### config.mk
export PLATFORM = sky130hd
export DESIGN_NAME = dtcore32_rf_wr_arbiter
export DESIGN_NICKNAME = d
export VERILOG_FILES = /design/src/rtl/dtcore32_rf_wr_arbiter.sv
export SDC_FILE = /design/constraint.sdc
export NUM_CORES = 1
export LEC_CHECK = 0
export ABC_AREA = 1
export CELL_PAD_IN_SITES_DETAIL_PLACEMENT = 0
export CELL_PAD_IN_SITES_GLOBAL_PLACEMENT = 2
export CORE_MARGIN = 8
export CORE_UTILIZATION = 22
export CTS_CLUSTER_SIZE = 14
export DETAILED_ROUTE_END_ITERATION = 10
export PLACE_DENSITY_LB_ADDON = 0.25
export SLEW_MARGIN = 30
export SYNTH_ARGS = -nofsm -noshare
export SYNTH_HDL_FRONTEND = slang
export SYNTH_SLANG_ARGS = --single-unit
### constraint.sdc
create_clock -name clk_i -period 4.1 [get_ports clk_i]
set_input_delay 0.41 -clock clk_i [delete_from_list [all_inputs] [get_ports clk_i]]
set_output_delay 0.41 -clock clk_i [all_outputs]
set_load 0.01 [all_outputs]
### src/rtl/dtcore32_rf_wr_arbiter.sv
// Register-file write-port arbiter: fixed priority to port A with an aging
// counter that force-grants port B, registered single-cycle output stage.
module dtcore32_rf_wr_arbiter #(
    parameter int unsigned MAX_WAIT = 3,
    parameter int unsigned CNT_W    = 4
) (
    input  logic        clk_i,
    input  logic        rst_ni,
    input  logic        hold_i,
    input  logic        a_valid_i,
    output logic        a_ready_o,
    input  logic [4:0]  a_rd_addr_i,
    input  logic [31:0] a_wdata_i,
    input  logic        b_valid_i,
    output logic        b_ready_o,
    input  logic [4:0]  b_rd_addr_i,
    input  logic [31:0] b_wdata_i,
    output logic        regfile_wr_en_o,
    output logic [4:0]  rd_addr_o,
    output logic [31:0] reg_wr_data_o,
    output logic        b_aged_o
);

    localparam int unsigned ADDR_W = 5;
    localparam int unsigned DATA_W = 32;

    logic [CNT_W-1:0]  cnt_q;
    logic [CNT_W-1:0]  cnt_d;
    logic              aged;
    logic              a_grant;
    logic              b_grant;
    logic              xfer;
    logic [ADDR_W-1:0] win_rd;
    logic [DATA_W-1:0] win_data;

    logic              wr_en_q;
    logic [ADDR_W-1:0] rd_addr_q;
    logic [DATA_W-1:0] wr_data_q;
    logic              b_aged_q;

    assign aged = (cnt_q == CNT_W'(MAX_WAIT));

    // Ready depends only on the opposite requester's valid, never on its own.
    always_comb begin
        a_ready_o = !hold_i && !(b_valid_i && aged);
        b_ready_o = !hold_i && (!a_valid_i || aged);
        a_grant   = a_valid_i && a_ready_o;
        b_grant   = b_valid_i && b_ready_o;
        xfer      = a_grant || b_grant;
        win_rd    = b_grant ? b_rd_addr_i : a_rd_addr_i;
        win_data  = b_grant ? b_wdata_i   : a_wdata_i;
    end

    // Aging counter: counts refusals of a continuously valid B request.
    always_comb begin
        cnt_d = cnt_q;
        if (b_grant || !b_valid_i) begin
            cnt_d = '0;
        end else if (hold_i) begin
            cnt_d = cnt_q;
        end else if (!aged) begin
            cnt_d = cnt_q + CNT_W'(1);
        end
    end

    always_ff @(posedge clk_i or negedge rst_ni) begin
        if (!rst_ni) begin
            cnt_q    <= '0;
            b_aged_q <= 1'b0;
        end else begin
            cnt_q    <= cnt_d;
            b_aged_q <= (cnt_d == CNT_W'(MAX_WAIT));
        end
    end

    // Output stage; x0 writes are accepted but never enable the regfile.
    always_ff @(posedge clk_i or negedge rst_ni) begin
        if (!rst_ni) begin
            wr_en_q   <= 1'b0;
            rd_addr_q <= '0;
            wr_data_q <= '0;
        end else begin
            wr_en_q <= xfer && (win_rd != '0);
            if (xfer) begin
                rd_addr_q <= win_rd;
                wr_data_q <= win_data;
            end
        end
    end

    assign regfile_wr_en_o = wr_en_q;
    assign rd_addr_o       = rd_addr_q;
    assign reg_wr_data_o   = wr_data_q;
    assign b_aged_o        = b_aged_q;

endmodule

# After elaboration in Yosys (flattened, before gate mapping)
# Cells that the tools add are included.
dict set report totals {
  regBits 43
  out_inout_bits 41
  word_cells 27
}
dict set report classes {
  add_sub_neg 1
  eq_ne 2
  n_mux 5
  n_reduce_logical 14
}
# operator count
set op_table {}
lappend op_table {{two-way mux 32 bit} 1}
lappend op_table {{two-way mux 4 bit} 3}
lappend op_table {{equality test 4 x 2 -> 1 bit, second input constant} 2}
lappend op_table {{logical AND 1 bit} 6}
lappend op_table {{two-way mux 5 bit} 1}
lappend op_table {{nonzero test 5 bit} 1}
lappend op_table {{adder 4 x 1 -> 4 bit, second input constant} 1}
lappend op_table {{zero test 1 bit} 4}
lappend op_table {{logical OR 1 bit} 3}

# Longest topological paths before layout
# Gate-level depths: netlist of the first run.
dict set report logic_depth {
  ltp_word 7
  depth_mapped 10
  ltp_nobuf 9
}

# Worst setup path after synthesis of the first run
# Ideal clock, no wire load.
dict set report synth_timing {
  path_type {register -> output}
  start {register cnt_q[0]}
  end {output port b_ready_o}
  arrival_ps 1028
  path_slack_ps 2662
  path_stages_with_launch 7
  path_buffers 1
  path_cell_list {dfrtp_1 > ha_1 > nand2_1 > nand2_2 > nand2_1 > inv_2 > buf_6}
}
dict set report synth_between {
  elab_chain_cells 3
}
# item line_no
set synth_rtl {}
lappend synth_rtl {{start, declared} 27} ;# logic [CNT_W-1:0] cnt_q;
lappend synth_rtl {{start signal, assigned} 71} ;# cnt_q <= cnt_d;
lappend synth_rtl {{equality test 4 x 2 -> 1 bit} 41} ;# assign aged = (cnt_q == CNT_W'(MAX_WAIT));
lappend synth_rtl {{logical OR 1 bit} 46} ;# b_ready_o = !hold_i && (!a_valid_i || aged);
lappend synth_rtl {{logical AND 1 bit} 46}
lappend synth_rtl {{end, declared} 15} ;# output logic b_ready_o,
# No other way between the ends.

# Final worst setup path of the first run
# Same ends and word-level chain as after synthesis.

==> run summary, run 1 <==
Worst slew pin tran = 0.832 ns
Unique masters post-synth = 21
PwrDens = 329 nW/um^2
Cells on worst reg2reg path = 7
Worst hold margin = 0.107 ns
Initial DRC count = 67
Setup_tns = 0 ns
Mapped Nets = 335
Final Util = 0.375
Worst reg2reg setup slack = 2.32 ns
Cell Rows = 35
Die width = 114 um
Overflow after GRT = 0
Sequential cell area = 1080 sq um
Hold/Removal Path Class = primary input to async pin
CP Capture Type = output port
Max-Cap Viols = 0
Critical path buffer and inverter count = 3
Max FO, Critical Path = 34
Post-Syn Instances = 255
Clk sinks = 43
Total GRT Usage = 0.121
Worst EP arrival = 2.15 ns
FF-to-FF End = reg_wr_data_o[5]
Crit path top cell by count = nand2_1
Nets = 446
Fill count = 986
DR vias = 2,221
Pins Over Slew Limit = 0
Family with the most delay on the worst path = buffers and inverters
RSZ-0062 raised after global routing = no
Most frequent cells in the layout = clkdlybuf4s50_1 (117), a21oi_1 (64), dfrtp_1 (43), nor2_1 (39), nand3_1 (33)
Critical path class = register to output port
Setup Skew = 0.00804 ns
TritonCTS clock tree = built
Worst r2r src = cnt_q[0]
Relative slew slack = 0.445
Synth Register Bits = 43
Post-CTS setup buffers = 0
Die area = 13,000 sq um
First-pass GRT wire length = 12.6 mm
Vias per inst = 4.48
Max VDD drop = 0.125 mV
Clock slew at reported path FFs = 0.09 ns
Post-layout min period = 2.56 ns
Mean post-synth cell area = 8.29 sq um
DRT Pass-1 Iters = 6
Seq/Total Area, Yosys = 0.509
Initial antenna violation count = 0
Crit share post-route = 0.625
Hold Violations, Final = 0
Synth warn = 0
Power, Total = 1140 uW
Initial Util = 0.228
Critical path's slowest cell = clkdlybuf4s50_1
LEAKAGE = 0.00142 uW
Post-detail-place hpwl = 5.43 mm
Critical Path Source Type = register
GPL Wtd Cong = 0.754
Largest net degree at the start of global routing = 44
Dpl ws = 1.53 ns
Vias in the first global route = 2,347
Syn Std Cell Area = 2110 sq um
Per-cell routed wire length = 15.9 um
DRC Markers = 0
Crit path cell chain = ha_1 -> nand2_1 -> nand2_2 -> nand2_1 -> inv_2 -> buf_4 -> clkdlybuf4s50_1
Number of I/O port buffers = 119
Root Driver = clkbuf_8
Synthesis-to-layout area growth = 64.4%
# H-tree levels = 2
Final setup fails = 0
Multi-input logic area = 873 sq um
Post-cts sizing count = 0
Worst-Skew Late Latency = 0.30 ns
Share of cells above drive strength 1 = 0.0599
Total CTS buffers = 5
Status = completed
Post-DRT Antenna Nets = 0
DIE HEIGHT = 114 um
Clk buf depth = 2
Placeable Area = 9280 sq um
Critical Path RT = 3.69 ns
I/O pin count = 120
ANT cells = 0
Critical path's largest stage delay = 0.62 ns
FMAX = 0.390 GHz
Hold Buf Count CTS = 0
Final WS setup = 1.54 ns
Most common cell after layout, fill and taps aside = clkdlybuf4s50_1
Routed wire length = 7.90 mm
-- state kept, by name, summed over array words and instances (netlist names) --
register         cells
reg_wr_data_o       32
rd_addr_o            5
cnt_q                4
b_aged_o             1
regfile_wr_en_o      1
-- metrics by stage --
step | area (sq um) | std cells
final | 3480 | 496
after global routing | 3480 | 496
after CTS | 3480 | 496
after detailed placement | 3380 | 488
after global placement | 3370 | 488
after floorplan | 2110 | 255
-- metal layers --
layer  global-route usage  share of wire  vias to the layer above
met4               0.0266         0.0081                        0
met3               0.0380          0.072                        6
met1                0.156           0.48                     1060
li1                     -              -                     1076
met2                0.194           0.44                       79
met5                    0              0                        -
-- power breakdown --
| part | leakage, uW | switching [uW] | internal, uW |
|---|---|---|---|
| clock | 0.0000515 | 158 | 154 |
| sequential | 0.000499 | 27.7 | 474 |
| combinational | 0.000865 | 143 | 187 |
| total | 0.00142 | 328 | 815 |
-- synthesized netlist by cell type --
cell      number  area, sq um
buf_2          6         30.0
o21ai_2        3         26.3
or2_2          1         6.26
nand3_1       33          165
nand2_2        1         6.26
dfrtp_1       43         1080
buf_6          5         56.3
xor2_1         2         17.5
buf_1          1         3.75
inv_2          3         11.3
nand3b_1       1         7.51
inv_1         13         48.8
o21ai_0        8         40.0
mux2_2         1         11.3
nand2_1       19         71.3
nand4_1        4         25.0
ha_1           1         12.5
nand3_2        1         10.0
a21oi_1       64          320
nor2_1        39          146
clkbuf_1       6         22.5
-- worst max-delay path by stage --
stage / depth (start not counted) / startpoint / slack (ns) / to
floorplan: 6 / cnt_q[0] / 2.66 / b_ready_o
detailed placement: 6 / a_valid_i / 1.53 / b_ready_o
CTS: 7 / cnt_q[0] / 1.47 / b_ready_o
global placement: 6 / hold_i / 1.54 / b_ready_o
finish: 7 / cnt_q[0] / 1.54 / b_ready_o
global route: 7 / cnt_q[0] / 1.35 / b_ready_o
-- cell families after synthesis --
| kind of cell | Yosys count | synth area share |
|---|---|---|
| AND/OR/NAND/NOR | 99 | 0.207 |
| AO/OA/AOI/OAI | 75 | 0.183 |
| flip-flops | 43 | 0.509 |
| buffers and inverters | 34 | 0.0817 |
| XOR/XNOR | 2 | 0.00829 |
| multiplexers | 1 | 0.00533 |
| adder cells (fa/ha/maj) | 1 | 0.00592 |
-- worst reg2reg max path: cells and delay by family (launching register included) --
kind                     cells  cell delay (ns)
adder cells (fa/ha/maj)      1             0.22
AND/OR/NAND/NOR              3             0.40
flip-flops                   1             0.42
AO/OA/AOI/OAI                2             0.27
buffers and inverters        1             0.39
-- layout make-up --
| class | instances | share of cell area |
|---|---|---|
| Clock buffer | 8 | 0.0288 |
| Timing Repair Buffer | 122 | 0.347 |
| Multi-Input combinational cell | 178 | 0.251 |
| Inverter | 16 | 0.0173 |
| Sequential cell | 43 | 0.309 |
| Tap cell | 129 | 0.0464 |
Power figures use the tool's default switching activity.
==> run 2, diff against run 1 <==
Settings changed: CORE_UTILIZATION 22 to 18.
Clock period 4.1 ns to 2.2 ns, I/O delays scaled along.
==> run summary, run 2 (synthesis gave the netlist of run 1 again) <==
DIE HEIGHT = 124 um
FMAX = 0.492 GHz
Setup_tns = 0 ns
Worst hold margin = 0.407 ns
Post-detail-place hpwl = 6.27 mm
Post-layout min period = 2.03 ns
GRT busiest layer = met2
Post-DRT Antenna Nets = 0
Final instance area = 3660 sq um
Critical path's largest stage delay = 0.57 ns
Global routing usage on met2 = 0.159
Overflow after GRT = 0
DRC Markers = 0
RSZ-0062 raised after global routing = no
Total CTS buffers = 5
Crit share post-route = 0.924
Worst slew pin tran = 0.579 ns
Number of I/O port buffers = 119
Cell Rows = 39
Critical path's slowest cell = clkdlybuf4s50_1
Worst reg2reg setup slack = 0.52 ns
CP Capture Type = output port
Vias per inst = 4.29
Pins Over Slew Limit = 0
LEAKAGE = 0.00150 uW
TritonCTS clock tree = built
Die area = 15,500 sq um
Nets = 455
GPL Wtd Cong = 0.711
Crit path cell chain = ha_1 -> nand2_1 -> nand2_1 -> o21ai_0 -> clkdlybuf4s50_1
Max FO, Critical Path = 4
Clock slew at reported path FFs = 0.07 ns
I/O pin count = 120
Post-cts sizing count = 0
Placeable Area = 11,500 sq um
Setup Skew = 0.00842 ns
Root Driver = clkbuf_16
Worst-Skew Late Latency = 0.28 ns
Synthesis-to-layout area growth = 73.3%
Clk buf depth = 2
DR vias = 2,229
Area of placed instances = 3460 sq um
Worst EP arrival = 1.81 ns
Relative slew slack = 0.614
Most frequent cells in the layout = clkdlybuf4s50_1 (117), a21oi_1 (64), dfrtp_1 (43), nor2_1 (39), nand3_1 (33)
Clk sinks = 43
Critical Path RT = 1.98 ns
Vias in the first global route = 2,397
PwrDens = 692 nW/um^2
Critical path buffer and inverter count = 1
Per-cell routed wire length = 16.2 um
Total GRT Usage = 0.106
Initial Util = 0.184
Initial antenna violation count = 0
Crit path top cell by count = nand2_1
Max-Cap Viols = 0
First-pass GRT wire length = 13.3 mm
Cells on worst reg2reg path = 10
Die width = 124 um
Hold/Removal Path Class = primary input to register
Crit. Startpoint = cnt_q[0]
M1 GR Usage = 0.142
Routed wire length = 8.39 mm
Final setup fails = 0
Max reg flops = 32
Share of cells above drive strength 1 = 0.0798
Hold Violations, Final = 0
Max VDD drop = 0.451 mV
DRT Pass-1 Iters = 4
ANT cells = 0
Grt met3 use = 0.0383
Crit path capture = a_ready_o
Worst r2r src = cnt_q[0]
Family with the most delay on the worst path = buffers and inverters
Critical Path Source Type = register
Fill count = 1,203
Power, Total = 2540 uW
Levels on crit path = 5
Critical path class = register to output port
Largest net degree at the start of global routing = 24
# H-tree levels = 2
Status = completed
Initial DRC count = 109
FF-to-FF End = b_aged_o
Most common cell after layout, fill and taps aside = clkdlybuf4s50_1
[run 2: cell types whose count changed in the layout (fill, tap and decap cells not counted), sizes merged]
| cell | previous run | this run |
|---|---|---|
| buf | 5 | 13 |
| dlygate4sd3 | 0 | 1 |
| bufinv | 0 | 2 |
| clkbuf | 8 | 6 |
[run 2: worst min path at each step]
stage          startpoint               end  slack [ns]  depth (start not counted)
2_1_floorplan      rst_ni          b_aged_o       -0.08                          0
3_3_place_gp       rst_ni  reg_wr_data_o[9]        0.27                          1
3_5_place_dp       rst_ni  reg_wr_data_o[9]        0.25                          1
4_1_cts         b_valid_i  reg_wr_data_o[1]        0.41                          3
5_1_grt         b_valid_i  reg_wr_data_o[4]        0.44                          3
6_report        b_valid_i  reg_wr_data_o[1]        0.41                          3
[run 2: stage by stage]
step                      setup WS [ns]  utilization  std cells
after global routing             0.0698        0.319        519
after global placement            0.340        0.302        510
after floorplan                   0.809            -        255
after detailed placement          0.341        0.302        510
final                             0.167        0.319        519
after CTS                         0.156        0.319        519
[run 2: worst register-to-register path, stage by stage, from the launching register on]
cell,delay (ns)
dfrtp_1,0.41
ha_1,0.23
nand2_1,0.10
nand2_2,0.09
nand2_1,0.10
inv_2,0.05
buf_4,0.20
nor2_1,0.18
nand2_1,0.10
nand3b_1,0.09
nor2_1,0.04
[run 2: cell type report]
cell class | count | area, sq um | area share
Tap cell | 143 | 179 | 0.0488
Clock buffer | 6 | 129 | 0.0352
Clock inverter | 2 | 60.1 | 0.0164
Timing Repair Buffer | 131 | 1290 | 0.351
Inverter | 16 | 60.1 | 0.0164
Sequential cell | 43 | 1080 | 0.294
Multi-Input combinational cell | 178 | 873 | 0.238
[run 2: metal layers]
layer	up-vias	part of all wire	wire length, um
li1	1102	-	-
met1	1034	0.51	4260
met2	88	0.41	3460
met3	5	0.073	612
met4	0	0.0068	57
met5	-	0	0
[run 2: report_power, final]
| group | switching (uW) | internal, uW | total [uW] |
|---|---|---|---|
| sequential | 51.3 | 885 | 937 |
| clock | 310 | 652 | 961 |
| combinational | 276 | 362 | 638 |
[run 2: repair_timing]
item                      in CTS  in global routing
hold endpoints to repair      21                  0
setup buffers                  0                  0
hold buffers                   1                  0
